File: src/rtl/traffic_sensor.sv
// Two-direction traffic loop sensor: synchronize and debounce each detector,
// queue arrivals, and retire one car per SERVICE cycles of own-direction green.
module traffic_sensor #(
   parameter int unsigned DEBOUNCE = 4,
   parameter int unsigned SERVICE  = 8
) (
   input  logic       clock,
   input  logic       reset,
   input  logic       ew_det,
   input  logic       ns_det,
   input  logic       EWLite,
   input  logic       NSLite,
   output logic       EWCar,
   output logic       NSCar,
   output logic [3:0] ew_queue,
   output logic [3:0] ns_queue,
   output logic       ew_ovf,
   output logic       ns_ovf
);
   localparam int unsigned DW  = 4;
   localparam int unsigned DWP = DW + 1;
   localparam int unsigned SW  = 8;
   localparam int unsigned SWP = SW + 1;
   localparam int unsigned QW  = 4;
   localparam int unsigned NL  = 2;

   // Lane 0 is EW, lane 1 is NS.
   logic [NL-1:0] det_raw;
   logic [NL-1:0] lite;
   logic [NL-1:0] sync1_q, sync2_q;
   logic [NL-1:0] lvl_q, lvl_d;
   logic [NL-1:0] ovf_q, ovf_d;
   logic [NL-1:0] arrive, depart;
   logic [DW-1:0] mis_q   [NL];
   logic [DW-1:0] mis_d   [NL];
   logic [SW-1:0] svc_q   [NL];
   logic [SW-1:0] svc_d   [NL];
   logic [QW-1:0] queue_q [NL];
   logic [QW-1:0] queue_d [NL];

   assign det_raw = {ns_det, ew_det};
   assign lite    = {NSLite, EWLite};

   always_ff @(posedge clock or posedge reset) begin
      if (reset) begin
         sync1_q <= '0;
         sync2_q <= '0;
         lvl_q   <= '0;
         ovf_q   <= '0;
         for (int i = 0; i < int'(NL); i++) begin
            mis_q[i]   <= '0;
            svc_q[i]   <= '0;
            queue_q[i] <= '0;
         end
      end else begin
         sync1_q <= det_raw;
         sync2_q <= sync1_q;
         lvl_q   <= lvl_d;
         ovf_q   <= ovf_d;
         for (int i = 0; i < int'(NL); i++) begin
            mis_q[i]   <= mis_d[i];
            svc_q[i]   <= svc_d[i];
            queue_q[i] <= queue_d[i];
         end
      end
   end

   always_comb begin
      lvl_d  = lvl_q;
      ovf_d  = ovf_q;
      arrive = '0;
      depart = '0;
      for (int i = 0; i < int'(NL); i++) begin
         mis_d[i]   = '0;
         svc_d[i]   = '0;
         queue_d[i] = queue_q[i];

         // Debounce: accept the synchronized level after DEBOUNCE straight mismatches.
         if (sync2_q[i] != lvl_q[i]) begin
            if (DWP'(mis_q[i]) + DWP'(1) == DWP'(DEBOUNCE)) begin
               lvl_d[i]  = sync2_q[i];
               arrive[i] = sync2_q[i];
            end else begin
               mis_d[i] = mis_q[i] + DW'(1);
            end
         end

         // Partial service intervals are dropped when green or the queue goes away.
         if (lite[i] && (queue_q[i] != '0)) begin
            if (SWP'(svc_q[i]) + SWP'(1) == SWP'(SERVICE)) begin
               depart[i] = 1'b1;
            end else begin
               svc_d[i] = svc_q[i] + SW'(1);
            end
         end

         if (arrive[i] && !depart[i]) begin
            if (queue_q[i] == '1) begin
               ovf_d[i] = 1'b1;
            end else begin
               queue_d[i] = queue_q[i] + QW'(1);
            end
         end else if (depart[i] && !arrive[i]) begin
            queue_d[i] = queue_q[i] - QW'(1);
         end
      end
   end

   assign ew_queue = queue_q[0];
   assign ns_queue = queue_q[1];
   assign ew_ovf   = ovf_q[0];
   assign ns_ovf   = ovf_q[1];
   assign EWCar    = (queue_q[0] != '0);
   assign NSCar    = (queue_q[1] != '0);

endmodule

File: config.mk
export PLATFORM = sky130hd
export DESIGN_NAME = traffic_sensor
export DESIGN_NICKNAME = d
export VERILOG_FILES = /design/src/rtl/traffic_sensor.sv
export SDC_FILE = /design/constraint.sdc
export NUM_CORES = 1
export LEC_CHECK = 0
export CAP_MARGIN = 15
export CORE_ASPECT_RATIO = 0.9
export CORE_MARGIN = 5
export CORE_UTILIZATION = 50
export DETAILED_ROUTE_END_ITERATION = 8
export PLACE_DENSITY = 0.7
export RECOVER_POWER = 100
export SLEW_MARGIN = 5
export SYNTH_ARGS = -nofsm -noshare
export SYNTH_HDL_FRONTEND = slang
export SYNTH_SLANG_ARGS = --single-unit
File: constraint.sdc
create_clock -name clock -period 8.9 [get_ports clock]
set_input_delay 1.78 -clock clock [delete_from_list [all_inputs] [get_ports clock]]
set_output_delay 1.78 -clock clock [all_outputs]
set_load 0.02 [all_outputs]
==> qor.txt, run 1 <==
Worst-path clk slew = 0.07 ns
total number of vias = 1523
unrepaired setup endpoints after global routing = no
Crit path required time = 9.11 ns
worst slew pin tran = 2.06 ns
Synth Area in Compound Gates = 11.7%
setup TNS = 0 ns
hold_buf cts = 0
Rel. slew slack = -37.2%
Die H = 72.0 um
sequential fraction of the synthesis area = 46.9%
setup violators final = 0
Placed Area = 0.00236 mm^2
ANT cells = 0
crit path DAT = 4.54 ns
most frequent CP cell = a21oi_1
WL final = 3770 um
clk root buf = clkbuf_8
violated checks = max-capacitance violations, max-slew violations
pin count of the biggest net entering global routing = 41
Yosys warnings = 0
Worst Path Max Fanout = 4
placer congestion estimate = 0.830
Overall Global Routing Usage = 14.7%
most frequent cells after synthesis = 40 x dfrtp_1, 21 x nor2_1, 10 x ha_1
initial DRC count = 41
syn nets = 215
Main synth FF type = dfrtp_1
critical path cell sequence = dlygate4sd3_1 > o41a_1 > nand2_1 > a221oi_1 > nor2_2 > inv_1 > ha_1 > a21o_1 > a21oi_1 > mux2_2 > a21oi_1
Initial Util = 52.0%
DRC Markers = 0
Die Area = 0.00567 mm^2
max_cap viols = 1
H-tree levels = 2
Post-Synth Adder-Cell Area = 7.74%
Cell variety after synth = 47
critical path class = input port to flip-flop
synthesized cell area = 0.00213 mm^2
Port Buffers = 17
multi-input logic area = 0.00108 mm^2
worst vdd ir = 0.133 mV
Resize count post-CTS = 0
vias in the first global route = 1596
routed length per instance = 14.1 um
1st-pass router iterations = 4
CP bufs+invs = 2
routed vias/inst = 5.68
Die Wd = 78.9 um
initial antenna violation count = 0
synth top area cells = dfrtp_1 47%, ha_1 5.9%, nor2_1 3.7%, xnor2_1 3.7%, xor2_1 3.7%
final-stage net count = 238
main combinational cell family by area after synthesis = simple AND/OR/NAND/NOR gates
Synth area leader = dfrtp_1
number of synthesized register bits = 40
Clock Path Buffers = 2
XOR/XNOR Fraction of Synth Area = 7.39%
layout cells sized above 1 = 8.18%
Pleak = 0.991 nW
count leader, synth = dfrtp_1
async set-reset flop share out of synthesis = 100%
Crit. End Element = flip-flop
Hold Fails Final Rpt = 0
Reg area = 0.00100 mm^2
Clock Latency Late Sink = 0.28 ns
HP Class = flip-flop to flip-flop
outcome = finished, violations left
cells after synthesis = 197
TritonCTS Buffers = 5
core area = 0.00410 mm^2
multiplexer area fraction after synthesis = 3.58%
CP Launch Type = input port
skew final = 0.00286 ns
syn avg cell area = 10.8 um^2
PD cells = 220 mW/mm^2
post-synth top area share = 46.9%
fill count = 342
clock sink count = 40
Area Overhead vs Synth = 13.4%
CTS tree = yes
Post-CTS Repair Setup Buffers = 0
total grt overflow = 0
first-pass GRT wire length = 6840 um
EDFF count, synth = 0
FP Rows = 22
max frequency = 0.231 GHz
slowest cell delay on critical path = 0.55 ns
Tmin final = 4.33 ns
Final Cycle Share = 48.6%
Final ANT Viol Nets = 0
IO Pins = 18
area share of and/or/nand/nor cells after synthesis = 21.3%
half-perimeter wire length after placement = 2770 um
Final Cell Area = 0.00242 mm^2
max-slew violations = 41
family with the most delay on the worst path = compound AO/OA/AOI/OAI gates
slowest stage cell on the critical path = dlygate4sd3_1
[cells by family after synthesis]
family	after synthesis
multiplexers	7
adder cells (fa/ha/maj)	12
buffers and inverters	8
AO/OA/AOI/OAI	32
XOR/XNOR	18
flip-flops	40
AND/OR/NAND/NOR	80
[report_power, final]
group / internal, mW / leakage [nW] / switching (mW)
Combinational: 0.0827 / 0.451 / 0.0836
Clock: 0.0532 / 0.0410 / 0.0561
Sequential: 0.214 / 0.499 / 0.0425
[metal layers]
metal  routed length, um  up-vias  global-route usage, %  share of wire (%)
met5                   0        -                      0                  0
met4                  43        0                   4.77                1.1
met3                  95        5                   3.35                2.5
met2                1890       12                   26.5                 50
li1                    -      750                      -                  -
met1                1740      756                   17.5                 46
[worst paths after layout]
check,start,end,slack (ns),depth (start not counted)
max,NSLite,ns_queue[3],4.57,11
min,sync1_q[0],sync2_q[0],0.35,0
max reg2reg,svc_q[0],ns_queue[3],5.55,10
min reg2reg,sync1_q[0],sync2_q[0],0.35,0
max in group asynchronous,reset,lvl_q[1],5.04,3
min in group asynchronous,reset,svc_q[7],2.69,3
[stage by stage]
stage / total power, mW / worst slack, ns / std cells / utilization, % / hold slack [ns]
6_report: 0.532 / 4.57 / 268 / 59.0 / 0.351
2_1_floorplan: 0.365 / 5.29 / 197 / - / 0.331
3_5_place_dp: 0.434 / 4.59 / 261 / 57.6 / 0.338
5_1_grt: 0.569 / 4.39 / 268 / 59.0 / 0.369
3_3_place_gp: 0.425 / 4.66 / 261 / 57.6 / 0.335
4_1_cts: 0.547 / 4.89 / 268 / 59.5 / 0.354
[area by class of cell]
class | count | area share [%]
clock buffer | 6 | 3.00
clock inverter | 1 | 0.207
inverter | 6 | 0.931
multi-input combinational | 149 | 44.8
sequential | 40 | 41.4
tap | 48 | 2.48
timing repair buffer | 18 | 7.19
[flip-flops by register name (all words and copies together) (netlist names)]
| name | count |
|---|---|
| mis_q | 8 |
| sync2_q | 2 |
| svc_q | 16 |
| sync1_q | 2 |
| ovf_q | 2 |
| lvl_q | 2 |
| ew_queue | 4 |
| ns_queue | 4 |
[cells in the final DEF (no fill, tap or decap), types with 2 or more instances in the layout]
master          n
and3_1          5
nand3_1         6
clkbuf_1        2
nand3b_1        4
and2_1          2
and3b_1         2
a21o_1          3
o211ai_1        2
nand2b_1        2
nor3b_1         3
o22a_1          4
nor2b_1         3
mux2i_1         2
or4_1           2
nor2_1         21
xor2_1          9
dfrtp_1        40
o41a_1          2
nand2_1         9
dlygate4sd3_1  17
xnor2_1         9
or2_2           2
and4_1          2
fa_1            2
mux2_2          5
nor3_1          4
clkbuf_8        5
inv_1           6
a21oi_1         9
ha_1           10
o21ai_0         3
nand4_1         4
or3_1           2
Note: power is estimated with default switching activity, not from simulation.
==> inputs of run 2 (changes only) <==
clock period = 4.1 ns   (was 8.9 ns; I/O delays follow)
==> run 2 against run 1 <==
- hold slack gained 0.0021 ns
- first-iteration DRC count is 120% higher
- sequential power up 120%
- core utilization stayed put
- register-to-register slack got worse by 4.8 ns
- the run still ends with max-capacitance violations, max-slew violations left
- clock skew is 0.00087 ns higher
- highest routed layer unchanged
- non-clock buffer count did not move
- flip-flop and latch count unchanged
- worst setup slack lost 3.9 ns
- clock-buffer cell count unchanged
- final cell count did not move
==> qor.txt, run 2 (synthesized netlist as in run 1, its figures left out) <==
critical path class = flip-flop to flip-flop
Worst Path Max Fanout = 6 (+2)
layout cells sized above 1 = 8.18% (unchanged)
DR top layer = met4
fill count = 351 (+2.6%)
Crit path required time = 4.31 ns (-4.80 ns)
Die Area = 0.00567 mm^2 (unchanged)
FP Rows = 22 (unchanged)
Die H = 72.0 um (unchanged)
commonest cells after routing, fill and taps aside = 40 x dfrtp_1, 21 x nor2_1, 15 x dlygate4sd3_1, 10 x ha_1
max_cap viols = 1 (unchanged)
Post-Place Cells = 261 (unchanged)
total grt overflow = 0 (unchanged)
worst slew pin tran = 2.06 ns (-0.000268 ns)
core area = 0.00410 mm^2 (unchanged)
routed vias/inst = 5.68 (unchanged)
max-slew violations = 41 (unchanged)
final instance count without filler cells = 268 (unchanged)
largest register by flop count = svc_q
skew final = 0.00373 ns (+0.000865 ns)
unrepaired setup endpoints after global routing = no
first-pass GRT wire length = 6810 um (-0.39%)
setup TNS = 0 ns (unchanged)
number of flip-flops under the largest register name = 16 (unchanged)
crit path DAT = 3.60 ns (-0.94 ns)
clk root buf = clkbuf_8
multi-input logic area = 0.00108 mm^2 (unchanged)
Worst R2R Path Depth = 10 (unchanged)
ANT cells = 0 (unchanged)
PD cells = 477 mW/mm^2 (+120%)
H-tree levels = 2 (unchanged)
Die Wd = 78.9 um (unchanged)
worst vdd ir = 0.301 mV (+130%)
Resize count post-CTS = 0 (unchanged)
outcome = finished, violations left
Clock Path Buffers = 2 (unchanged)
clock sink count = 40 (unchanged)
Pleak = 0.991 nW (about the same)
pin count of the biggest net entering global routing = 41 (unchanged)
Area Overhead vs Synth = 13.4% (unchanged)
Crit. End Element = flip-flop
setup violators final = 0 (unchanged)
cell depth of the worst min-delay path = 0 (unchanged)
HP Class = flip-flop to flip-flop
Top Registers = svc_q: 16 flops, mis_q: 8 flops
initial DRC count = 92 (+120%)
Worst-path clk slew = 0.07 ns (about the same)
hold slack = 0.353 ns (+0.00213 ns)
placer congestion estimate = 0.829 (about the same)
final total power = 1.15 mW (+120%)
Reg2Reg Launch Point = svc_q[0]
initial antenna violation count = 0 (unchanged)
1st-pass router iterations = 4 (unchanged)
CP Launch Type = flip-flop
final-stage net count = 238 (unchanged)
met3 wire len = 131 um (+38%)
WL final = 3740 um (-0.77%)
Port Buffers = 17 (unchanged)
Final ANT Viol Nets = 0 (unchanged)
Reg2Reg Setup Slack = 0.71 ns (-4.84 ns)
max frequency = 0.295 GHz
Tmin final = 3.39 ns
Met1 Wirelength = 1730 um (-0.86%)
Rel. slew slack = -37.2% (about the same)
IO Pins = 18 (unchanged)
CTS tree = yes
Overall Global Routing Usage = 15.0% (+0.31 points)
vias in the first global route = 1515 (-5.1%)
reg2reg end = ns_queue[3]
Final Cycle Share = 82.7%
worst-case hold path end point = sync2_q[0]
WL met2 = 1850 um (-2.3%)
Clock Latency Late Sink = 0.28 ns (about the same)
Post-CTS Repair Setup Buffers = 0 (unchanged)
Reg area = 0.00100 mm^2 (unchanged)
TritonCTS Buffers = 5 (unchanged)
routed length per instance = 14.0 um (-0.77%)
Hold Fails Final Rpt = 0 (unchanged)
total number of vias = 1523 (unchanged)
hold_buf cts = 0 (unchanged)
critical hold path startpoint = sync1_q[0]
half-perimeter wire length after placement = 2800 um (+1.1%)
Initial Util = 52.0% (unchanged)
commonest non-fill, non-tap cell in the layout = dfrtp_1
violated checks = max-capacitance violations, max-slew violations
DRC Markers = 0 (unchanged)
==> run 2: worst max-delay path by stage <==
stage,from,to,depth (start not counted)
after floorplan,svc_q[8],ew_queue[3],13
after global placement,NSLite,ns_queue[3],11
after detailed placement,NSLite,ns_queue[3],11
after CTS,svc_q[8],ew_queue[3],13
after global routing,svc_q[0],ns_queue[3],11
final,svc_q[0],ns_queue[3],10
==> run 2: power breakdown <==
part	switching, mW	internal (mW)
combinational	0.183	0.179
sequential	0.0887	0.465
clock	0.121	0.116
==> run 2: per-layer routing <==
layer,global-route usage (%),up-vias
met1,19.4,739
li1,-,754
met4,5.15,0
met2,24.9,25
met5,0,-
met3,3.85,5
==> run 2: worst max-delay path: stages (launching register included) <==
cell      delay [ns]
dfrtp_1         0.44
ha_1            0.31
or4_4           0.54
a221oi_1        0.60
nor2_2          0.10
inv_1           0.14
ha_1            0.25
a21o_1          0.17
a21oi_1         0.27
mux2_2          0.38
a21oi_1         0.13
==> run 2: metrics by stage <==
stage / area, um^2 / util (%) / setup slack, ns
finish: 2420 / 59.0 / 0.711
global placement: 2360 / 57.6 / 0.824
floorplan: 2130 / - / 1.19
global route: 2420 / 59.0 / 0.522
CTS: 2440 / 59.5 / 0.850
detailed placement: 2360 / 57.6 / 0.754
==> run 2: cell type report <==
| class | instances | area share, % |
|---|---|---|
| multi-input combinational | 149 | 44.8 |
| tap | 48 | 2.48 |
| inverter | 6 | 0.931 |
| sequential | 40 | 41.4 |
| clock buffer | 6 | 3.00 |
| clock inverter | 1 | 0.207 |
| timing repair buffer | 18 | 7.19 |
==> inputs of run 3 (changes only) <==
clock period = 3.38 ns   (was 4.1 ns; I/O delays follow)
==> run 3 against run 2 <==
- clock skew decreased by 0.0012 ns
- critical path type unchanged
- the flow still finishes with violations (max-capacitance violations, max-slew violations)
- critical endpoint unchanged
- via count increased by 1.2%
- power increased by 33%
==> qor.txt, run 3 (synthesized netlist as in run 1, its figures left out) <==
setup TNS = 0 ns (unchanged)
violated checks = max-capacitance violations, max-slew violations
critical hold path startpoint = sync1_q[0]
Post-CTS Repair Setup Buffers = 0 (unchanged)
clock sink count = 40 (unchanged)
Rel. slew slack = -42.0% (-4.8 points)
Final ANT Viol Nets = 0 (unchanged)
worst vdd ir = 0.364 mV (+21%)
Area Overhead vs Synth = 17.1%
total number of vias = 1541 (+1.2%)
commonest non-fill, non-tap cell in the layout = dfrtp_1
largest register by flop count = svc_q
Tmin final = 3.12 ns (-0.266 ns)
Clock Path Buffers = 2 (unchanged)
Die Area = 0.00567 mm^2 (unchanged)
setup violators final = 0 (unchanged)
Clock Latency Late Sink = 0.29 ns (about the same)
CP Launch Type = flip-flop
max_cap viols = 1 (unchanged)
initial antenna violation count = 0 (unchanged)
Final WS setup = 0.257 ns (-0.454 ns)
final instance count without filler cells = 270 (+0.75%)
Worst-path clk slew = 0.07 ns (about the same)
total grt overflow = 0 (unchanged)
half-perimeter wire length after placement = 2920 um (+4.3%)
commonest cells after routing, fill and taps aside = 40 x dfrtp_1, 21 x nor2_1, 15 x dlygate4sd3_1, 10 x ha_1
H-tree levels = 2 (unchanged)
number of flip-flops under the largest register name = 16 (unchanged)
Final Cycle Share = 92.4% (+9.7 points)
routed length per instance = 14.7 um (+5.5%)
max frequency = 0.320 GHz (+8.5%)
Reg2Reg Launch Point = svc_q[0]
TritonCTS Buffers = 5 (unchanged)
Die H = 72.0 um (unchanged)
IO Pins = 18 (unchanged)
vias in the first global route = 1527 (+0.79%)
Top Registers = svc_q: 16 flops, mis_q: 8 flops
placer congestion estimate = 0.829 (about the same)
crit path launch = svc_q[0]
FP Rows = 22 (unchanged)
DRC Markers = 0 (unchanged)
Crit. End Element = flip-flop
initial DRC count = 37 (-60%)
max-slew violations = 41 (unchanged)
Post-Place Cells = 262 (+0.38%)
pin count of the biggest net entering global routing = 41 (unchanged)
final-stage net count = 239 (+0.42%)
Initial Util = 52.0% (unchanged)
Worst Path Max Fanout = 6 (unchanged)
skew final = 0.00250 ns (-0.00122 ns)
routed vias/inst = 5.71 (+0.43%)
core area = 0.00410 mm^2 (unchanged)
final core occ = 60.9% (+1.9 points)
Overall Global Routing Usage = 14.9% (-0.10 points)
critical path class = flip-flop to flip-flop
Crit path required time = 3.60 ns (-0.71 ns)
outcome = finished, violations left
Die Wd = 78.9 um (unchanged)
worst slew pin tran = 2.13 ns (+0.0722 ns)
Port Buffers = 17 (unchanged)
Worst R2R Path Depth = 11 (+1)
CTS tree = yes
clk root buf = clkbuf_8
Hold Fails Final Rpt = 0 (unchanged)
Pleak = 1.02 nW (+3.0%)
first-pass GRT wire length = 6770 um (-0.62%)
Setup WS pre-CTS = 0.129 ns (-0.625 ns)
ANT cells = 0 (unchanged)
Reg2Reg Setup Slack = 0.26 ns (-0.45 ns)
HP Class = flip-flop to flip-flop
crit path capture = ns_queue[3]
reg2reg end = ns_queue[3]
crit path DAT = 3.35 ns (-0.25 ns)
layout cells sized above 1 = 10.4% (+2.2 points)
unrepaired setup endpoints after global routing = no
1st-pass router iterations = 4 (unchanged)
PD cells = 616 mW/mm^2 (+29%)
WL final = 3980 um (+6.3%)
==> run 3: final cells by class <==
cell class | instances | area [um^2]
Fill cell | 337 | 1600
Timing Repair Buffer | 19 | 181
Sequential cell | 40 | 1000
Clock inverter | 1 | 30.0
Clock buffer | 7 | 96.3
Inverter | 6 | 22.5
Multi-Input combinational cell | 149 | 1110
Tap cell | 48 | 60.1
==> run 3: repair_timing <==
item                       4_1_cts  5_1_grt
setup endpoints to repair        0        1
gates resized for setup          0        1
hold buffers                     0        0
==> run 3: layer usage <==
metal	vias up	routed length (um)	share of wire, %	GRT usage, %
met2	12	1950	49	25.4
met5	-	0	0	0
met4	0	104	2.6	6.68
met3	12	97	2.4	3.85
li1	757	-	-	-
met1	760	1820	46	18.0
==> run 3: worst min-delay path by stage <==
stage,endpoint,slack [ns],cells after the start
2_1_floorplan,sync2_q[0],0.33,0
3_3_place_gp,sync2_q[0],0.33,0
3_5_place_dp,sync2_q[1],0.34,0
4_1_cts,sync2_q[0],0.36,0
5_1_grt,sync2_q[1],0.37,0
6_report,sync2_q[0],0.35,0
==> run 3: per-stage QoR <==
step                power (mW)  hold slack (ns)  instance area, um^2
floorplan                0.962            0.331                 2130
global placement          1.12            0.335                 2370
detailed placement        1.14            0.336                 2370
CTS                       1.57            0.358                 2500
global route              1.64            0.371                 2500
finish                    1.54            0.355                 2500
==> run 3: report_power, final <==
group / switching (mW) / total [mW] / internal [mW]
logic: 0.228 / 0.447 / 0.219
registers: 0.108 / 0.672 / 0.564
clock network: 0.160 / 0.421 / 0.260
total: 0.496 / 1.54 / 1.04
==> run 3: worst max-delay path: stages (launching register included) <==
cell and delay (ns):
dfrtp_1 0.42, ha_1 0.31, nand4_1 0.17, or2_2 0.34, a221oi_4 0.38, nor2_2 0.08
inv_1 0.12, ha_1 0.24, a21o_1 0.18, a21oi_1 0.29, mux2_2 0.38, a21oi_1 0.13
